==> src/rtl/outport_capture_fifo.sv <==
// Change-detecting capture FIFO on the processor outPort, drained over valid/ready.
// Define OUTCAP_TIMESTAMP_EN to store a free-running cycle stamp beside each entry.
module outport_capture_fifo #(
  parameter int DATA_W  = 8,
  parameter int DEPTH   = 8,
  parameter int STAMP_W = 16
) (
  input  logic                       clk,
  input  logic                       reset,
  input  logic [DATA_W-1:0]          inData,
  input  logic                       capEn,
  output logic [DATA_W-1:0]          outData,
  output logic                       outValid,
  input  logic                       outReady,
  output logic [$clog2(DEPTH):0]     count,
  output logic                       full,
  output logic                       overflow,
  input  logic                       clrOvf
`ifdef OUTCAP_TIMESTAMP_EN
  ,
  output logic [STAMP_W-1:0]         outStamp
`endif
);

  localparam int AW = $clog2(DEPTH);
  localparam int PW = AW + 1;

  logic [DATA_W-1:0] prev_q, prev_d;
  logic [PW-1:0]     wptr_q, wptr_d;
  logic [PW-1:0]     rptr_q, rptr_d;
  logic [PW-1:0]     count_q, count_d;
  logic              ovf_q, ovf_d;
  logic [DATA_W-1:0] mem_q [DEPTH];
  logic [DATA_W-1:0] mem_d [DEPTH];

  logic empty, is_full, chg, pop, push;

`ifdef OUTCAP_TIMESTAMP_EN
  logic [STAMP_W-1:0] stamp_cnt_q, stamp_cnt_d;
  logic [STAMP_W-1:0] stamp_mem_q [DEPTH];
  logic [STAMP_W-1:0] stamp_mem_d [DEPTH];
`endif

  always_comb begin
    empty   = (wptr_q == rptr_q);
    is_full = (wptr_q[AW] != rptr_q[AW]) && (wptr_q[AW-1:0] == rptr_q[AW-1:0]);
    chg     = capEn && (inData != prev_q);
    pop     = !empty && outReady;
    // A full FIFO still accepts a change when the head leaves in the same cycle.
    push    = chg && (!is_full || pop);

    prev_d  = inData;
    wptr_d  = wptr_q + PW'(push);
    rptr_d  = rptr_q + PW'(pop);

    count_d = count_q;
    case ({push, pop})
      2'b10:   count_d = count_q + PW'(1);
      2'b01:   count_d = count_q - PW'(1);
      default: count_d = count_q;
    endcase

    // A drop in the same cycle as clrOvf keeps the flag set.
    ovf_d = ovf_q;
    if (chg && is_full && !pop) ovf_d = 1'b1;
    else if (clrOvf)            ovf_d = 1'b0;

    mem_d = mem_q;
    if (push) mem_d[wptr_q[AW-1:0]] = inData;

`ifdef OUTCAP_TIMESTAMP_EN
    stamp_cnt_d = stamp_cnt_q + STAMP_W'(1);
    stamp_mem_d = stamp_mem_q;
    if (push) stamp_mem_d[wptr_q[AW-1:0]] = stamp_cnt_q;
`endif
  end

  always_ff @(posedge clk or posedge reset) begin
    if (reset) begin
      prev_q  <= '0;
      wptr_q  <= '0;
      rptr_q  <= '0;
      count_q <= '0;
      ovf_q   <= 1'b0;
      for (int i = 0; i < DEPTH; i++) mem_q[i] <= '0;
    end else begin
      prev_q  <= prev_d;
      wptr_q  <= wptr_d;
      rptr_q  <= rptr_d;
      count_q <= count_d;
      ovf_q   <= ovf_d;
      for (int i = 0; i < DEPTH; i++) mem_q[i] <= mem_d[i];
    end
  end

`ifdef OUTCAP_TIMESTAMP_EN
  always_ff @(posedge clk or posedge reset) begin
    if (reset) begin
      stamp_cnt_q <= '0;
      for (int i = 0; i < DEPTH; i++) stamp_mem_q[i] <= '0;
    end else begin
      stamp_cnt_q <= stamp_cnt_d;
      for (int i = 0; i < DEPTH; i++) stamp_mem_q[i] <= stamp_mem_d[i];
    end
  end

  assign outStamp = stamp_mem_q[rptr_q[AW-1:0]];
`endif

  assign outData  = mem_q[rptr_q[AW-1:0]];
  assign outValid = !empty;
  assign count    = count_q;
  assign full     = is_full;
  assign overflow = ovf_q;

endmodule

==> config.mk <==
export PLATFORM = sky130hd
export DESIGN_NAME = outport_capture_fifo
export DESIGN_NICKNAME = d
export VERILOG_FILES = /design/src/rtl/outport_capture_fifo.sv
export SDC_FILE = /design/constraint.sdc
export NUM_CORES = 1
export LEC_CHECK = 0
export ABC_AREA = 1
export CORE_MARGIN = 2
export CORE_UTILIZATION = 35
export DETAILED_ROUTE_END_ITERATION = 8
export PLACE_DENSITY = 0.64
export SLEW_MARGIN = 30
export SYNTH_ARGS = -nofsm -noshare
export SYNTH_HDL_FRONTEND = slang
export SYNTH_SLANG_ARGS = --single-unit
==> constraint.sdc <==
create_clock -name clk -period 3 [get_ports clk]
set_clock_uncertainty 0.2 [all_clocks]
set_input_delay 0.75 -clock clk [delete_from_list [all_inputs] [get_ports clk]]
set_output_delay 0.75 -clock clk [all_outputs]
set_load 0.05 [all_outputs]
==> flow_summary.yaml <==
flow_run:
  cap_violations: 0
worst_setup_path:
  critical_path_depth: 7
  reg2regPathDepth: 13
  worst-r2r-setup-slack_ns: 0.36
  critPathMaxFanout: 32
  worstPathCellList: "inv_2 -> buf_4 -> o21ai_0 -> o22ai_1 -> nand2_1 -> nand2_1 -> buf_4"
  crit_path_top_delay_cell: "sky130_fd_sc_hd__dfrtp_1"
  largest_stage_delay_on_the_critical_path_ns: 0.40
  worst-setup-path-type: "flip-flop to primary output"
  element_type_at_the_critical_path_end: "primary output"
  start_kind: "flip-flop"
  crit_path_dat_ns: 1.89
  crit_required_ns: 2.05
  worst_path_buffer_plus_inverter_count: 3
  kind_of_cell_adding_the_most_delay_to_the_critical_path: "buffers and inverters"
cells_and_area:
  diodes: 0
  final_nets: 606
  fin_area_sq_um: 5350
  flow.area_growth_from_synthesis_pct: 19.1
  combined_area_of_the_multi_input_logic_cells_sq_um: 2000
  layout.area.seq_sq_um: 2130
  layout-drive-gt1-share_pct: 15.1
  layout.filler_cells: 1261
synthesis:
  post_synthesis_sequential_area_ratio_pct: 47.3
  postSynth.asyncResetShare_pct: 100
  yosys.area_share.xor_xnor_pct: 1.92
  synth-compound-area-share_pct: 6.46
  yosys_warnings: 0
  postSynthCellCount: 552
  synth_area_leaders: "sky130_fd_sc_hd__dfrtp_1 (47%), sky130_fd_sc_hd__nand2_1 (16%), sky130_fd_sc_hd__nand4_1 (10%)"
  synth.area.mux_share_pct: 0
  syn_area_per_cell_sq_um: 8.14
  main_synth_ff_type: "sky130_fd_sc_hd__dfrtp_1"
  synth_top_family_by_area: "simple AND/OR/NAND/NOR gates"
  synth.net_count: 572
  synth_cell_type_count: 28
  synth_cell_area_sq_um: 4490
  ys_seq_elements: 85
  count_of_flip_flops_with_a_built_in_enable_after_synthesis: 0
  synth.top_cell.area_share_pct: 47.3
  post_synthesis_share_of_cell_area_spent_on_full_adders_half_adders_and_majority_gates_pct: 1.95
  synth.largest_area_cell: "sky130_fd_sc_hd__dfrtp_1"
  synth_simple_gate_area_share_pct: 33.7
power:
  irDropWorstVdd_mv: 0.377
  clock_power_share_pct: 19.0
  power.internal_mw: 3.44
  combinationalPowerShare_pct: 50.4
  power.density_nw_per_um2: 1190
  p_seq_share_pct: 30.6
  netSwitchingPower_mw: 2.95
  cellLeakagePower_nw: 2.73
  switching_share_pct: 46.1
global_route:
  grt_start_max_net_pins: 73
  global_route.overflow_total: 0
  grt_pass1_vias: 3829
  grt_util_all_layers_pct: 18.4
  antenna_found_initial: 0
  global_route_wire_length_before_repair_um: 20300
floorplan:
  floorplan.die_area_sq_um: 13800
  number_of_top_level_pins: 28
  start_util_pct: 35.8
  placementRows: 41
  die-height_um: 117
  die_w_um: 117
  core_area_sq_um: 12600
sta:
  setup_repair_after_global_routing_missed_its_margin: "false"
  fin_crit_ns: 2.84
  fmax_ghz: 0.352
  hold_viol: 0
  final-setup-viol-count: 0
  worst_slew_pin_slew_ns: 0.778
  finalMaxSlewViolations: 0
  fin_tns_setup_ns: 0
  layout_setup_ws_ns: 0.163
  period_share_pct: 94.6
  timing.slew.headroom_pct: 48.0
clocking:
  numCtsBuffers: 9
  numClockSinks: 85
  ctsRootBufferMaster: "sky130_fd_sc_hd__clkbuf_16"
  tritoncts: "yes"
  cts_setup_buffers: 0
  ctsHoldBuffers: 0
  clk_transition_reported_paths_ns: 0.06
  clock_path_buffers: 2
  clk-insertion-delay-late_ns: 0.34
  clock_tree.htree_level_count: 3
min_path:
  hold_class: "flip-flop to flip-flop"
  whs_path_depth: 2
drt:
  detailedRoute.firstPassIterationCount: 5
  avgRoutedWirePerCell_um: 15.9
  via_count: 4019
  routed_wl_um: 12100
  post_drt_via_cell_ratio: 5.27
  antenna_left: 0
  dr.first_iter.drc_count: 310
  post-route-drc-count: 0
outcome:
  run_status: "completed"
placement:
  dpl_worst_slack_ns: -0.358
  globalplace.congestion: 0.832
  port_buffers: 27
  detailed_place_hpwl_um: 8070
  postPlaceCellArea_sq_um: 4990
-- worst paths after layout --
check,from,end
max,rptr_q[0],outData[2]
min,mem_q[17],mem_q[17]
max reg2reg,rptr_q[1],count[2]
min reg2reg,mem_q[17],mem_q[17]
max in group asynchronous,reset,wptr_q[0]
min in group asynchronous,reset,prev_q[4]
-- power by group through the flow --
stage / Sequential (mW) / Clock [mW] / Combinational, mW
final: 1.95 / 1.22 / 3.21
after global routing: 2.01 / 1.28 / 3.52
after CTS: 1.95 / 1.24 / 3.19
after detailed placement: 1.96 / 0 / 3.19
after global placement: 1.94 / 0 / 3.12
after floorplan: 1.95 / 0 / 2.25
-- synth_stat cells (3+ instances only) --
master	n
sky130_fd_sc_hd__dfrtp_1	85
sky130_fd_sc_hd__nor2_1	41
sky130_fd_sc_hd__nand3_1	4
sky130_fd_sc_hd__clkbuf_1	10
sky130_fd_sc_hd__inv_1	26
sky130_fd_sc_hd__xor2_1	3
sky130_fd_sc_hd__buf_6	12
sky130_fd_sc_hd__o22ai_1	16
sky130_fd_sc_hd__a21oi_1	4
sky130_fd_sc_hd__nand2_2	3
sky130_fd_sc_hd__o21ai_0	34
sky130_fd_sc_hd__buf_4	5
sky130_fd_sc_hd__nor2_2	3
sky130_fd_sc_hd__nand2_1	192
sky130_fd_sc_hd__inv_2	6
sky130_fd_sc_hd__nor3_4	3
sky130_fd_sc_hd__nor3_2	3
sky130_fd_sc_hd__ha_1	7
sky130_fd_sc_hd__buf_2	8
sky130_fd_sc_hd__xnor2_1	5
sky130_fd_sc_hd__nand4_1	73
-- area by class of cell --
type / instances / share of cell area (%)
repair buffers: 60 / 10.3
well taps: 172 / 4.02
inverters: 34 / 2.55
flip-flops and latches: 85 / 39.8
clock inverters: 5 / 1.57
multi-input cells: 396 / 37.3
clock buffers: 11 / 4.53
-- cell families (layout without fill, tap and decap cells) --
family,count (synthesis),in the layout
simple gates,326,326
flops,85,85
compound gates,54,54
fa+ha+maj,7,7
buf+inv,71,110
xor+xnor,9,9
-- per-layer routing --
metal	wire length [um]	track usage, %	part of all wire (%)	vias up
met2	5780	28.4	48	161
met4	138	5.95	1.1	0
met3	747	3.40	6.2	10
met1	5460	26.2	45	1935
li1	-	-	-	1913
met5	0	0	0	-
-- metrics by stage --
stage	cells	total power, mW	util (%)	hold slack (ns)
6_report	763	6.38	42.6	0.272
5_1_grt	763	6.82	42.6	0.288
4_1_cts	763	6.38	42.3	0.273
3_5_place_dp	747	5.15	39.7	0.257
3_3_place_gp	747	5.06	39.7	0.249
2_1_floorplan	552	4.20	-	0.237
-- registers in the layout, indices dropped and copies added, names as in the netlist --
name	flops
count	4
mem_q	64
overflow	1
prev_q	8
rptr_q	4
wptr_q	4
-- cell usage in the layout (no fill, tap or decap), drive strengths merged --
master and count:
nand2 195, clkbuf 11, ha 7, nand4 74, xnor2 6, xor2 3, clkinv 1, bufinv 2
nor2 45, buf 43, a21oi 4, dfrtp 85, o21ai 34, clkinvlp 3, nor3 6, o22ai 16
clkdlybuf4s50 9, or2 1, inv 33, nand3 4, and2 1, dlymetal6s2s 8
-- worst min-delay path, delay by kind of cell, from the launching register on --
family / cells / cell delay, ns
flip-flops: 1 / 0.34
AND/OR/NAND/NOR: 2 / 0.09
-- what timing repair did --
action,CTS,global route
endpoints found under the setup margin,1,2
pin swaps,0,1
gates resized for setup,1,13
Power figures use the tool's default switching activity.
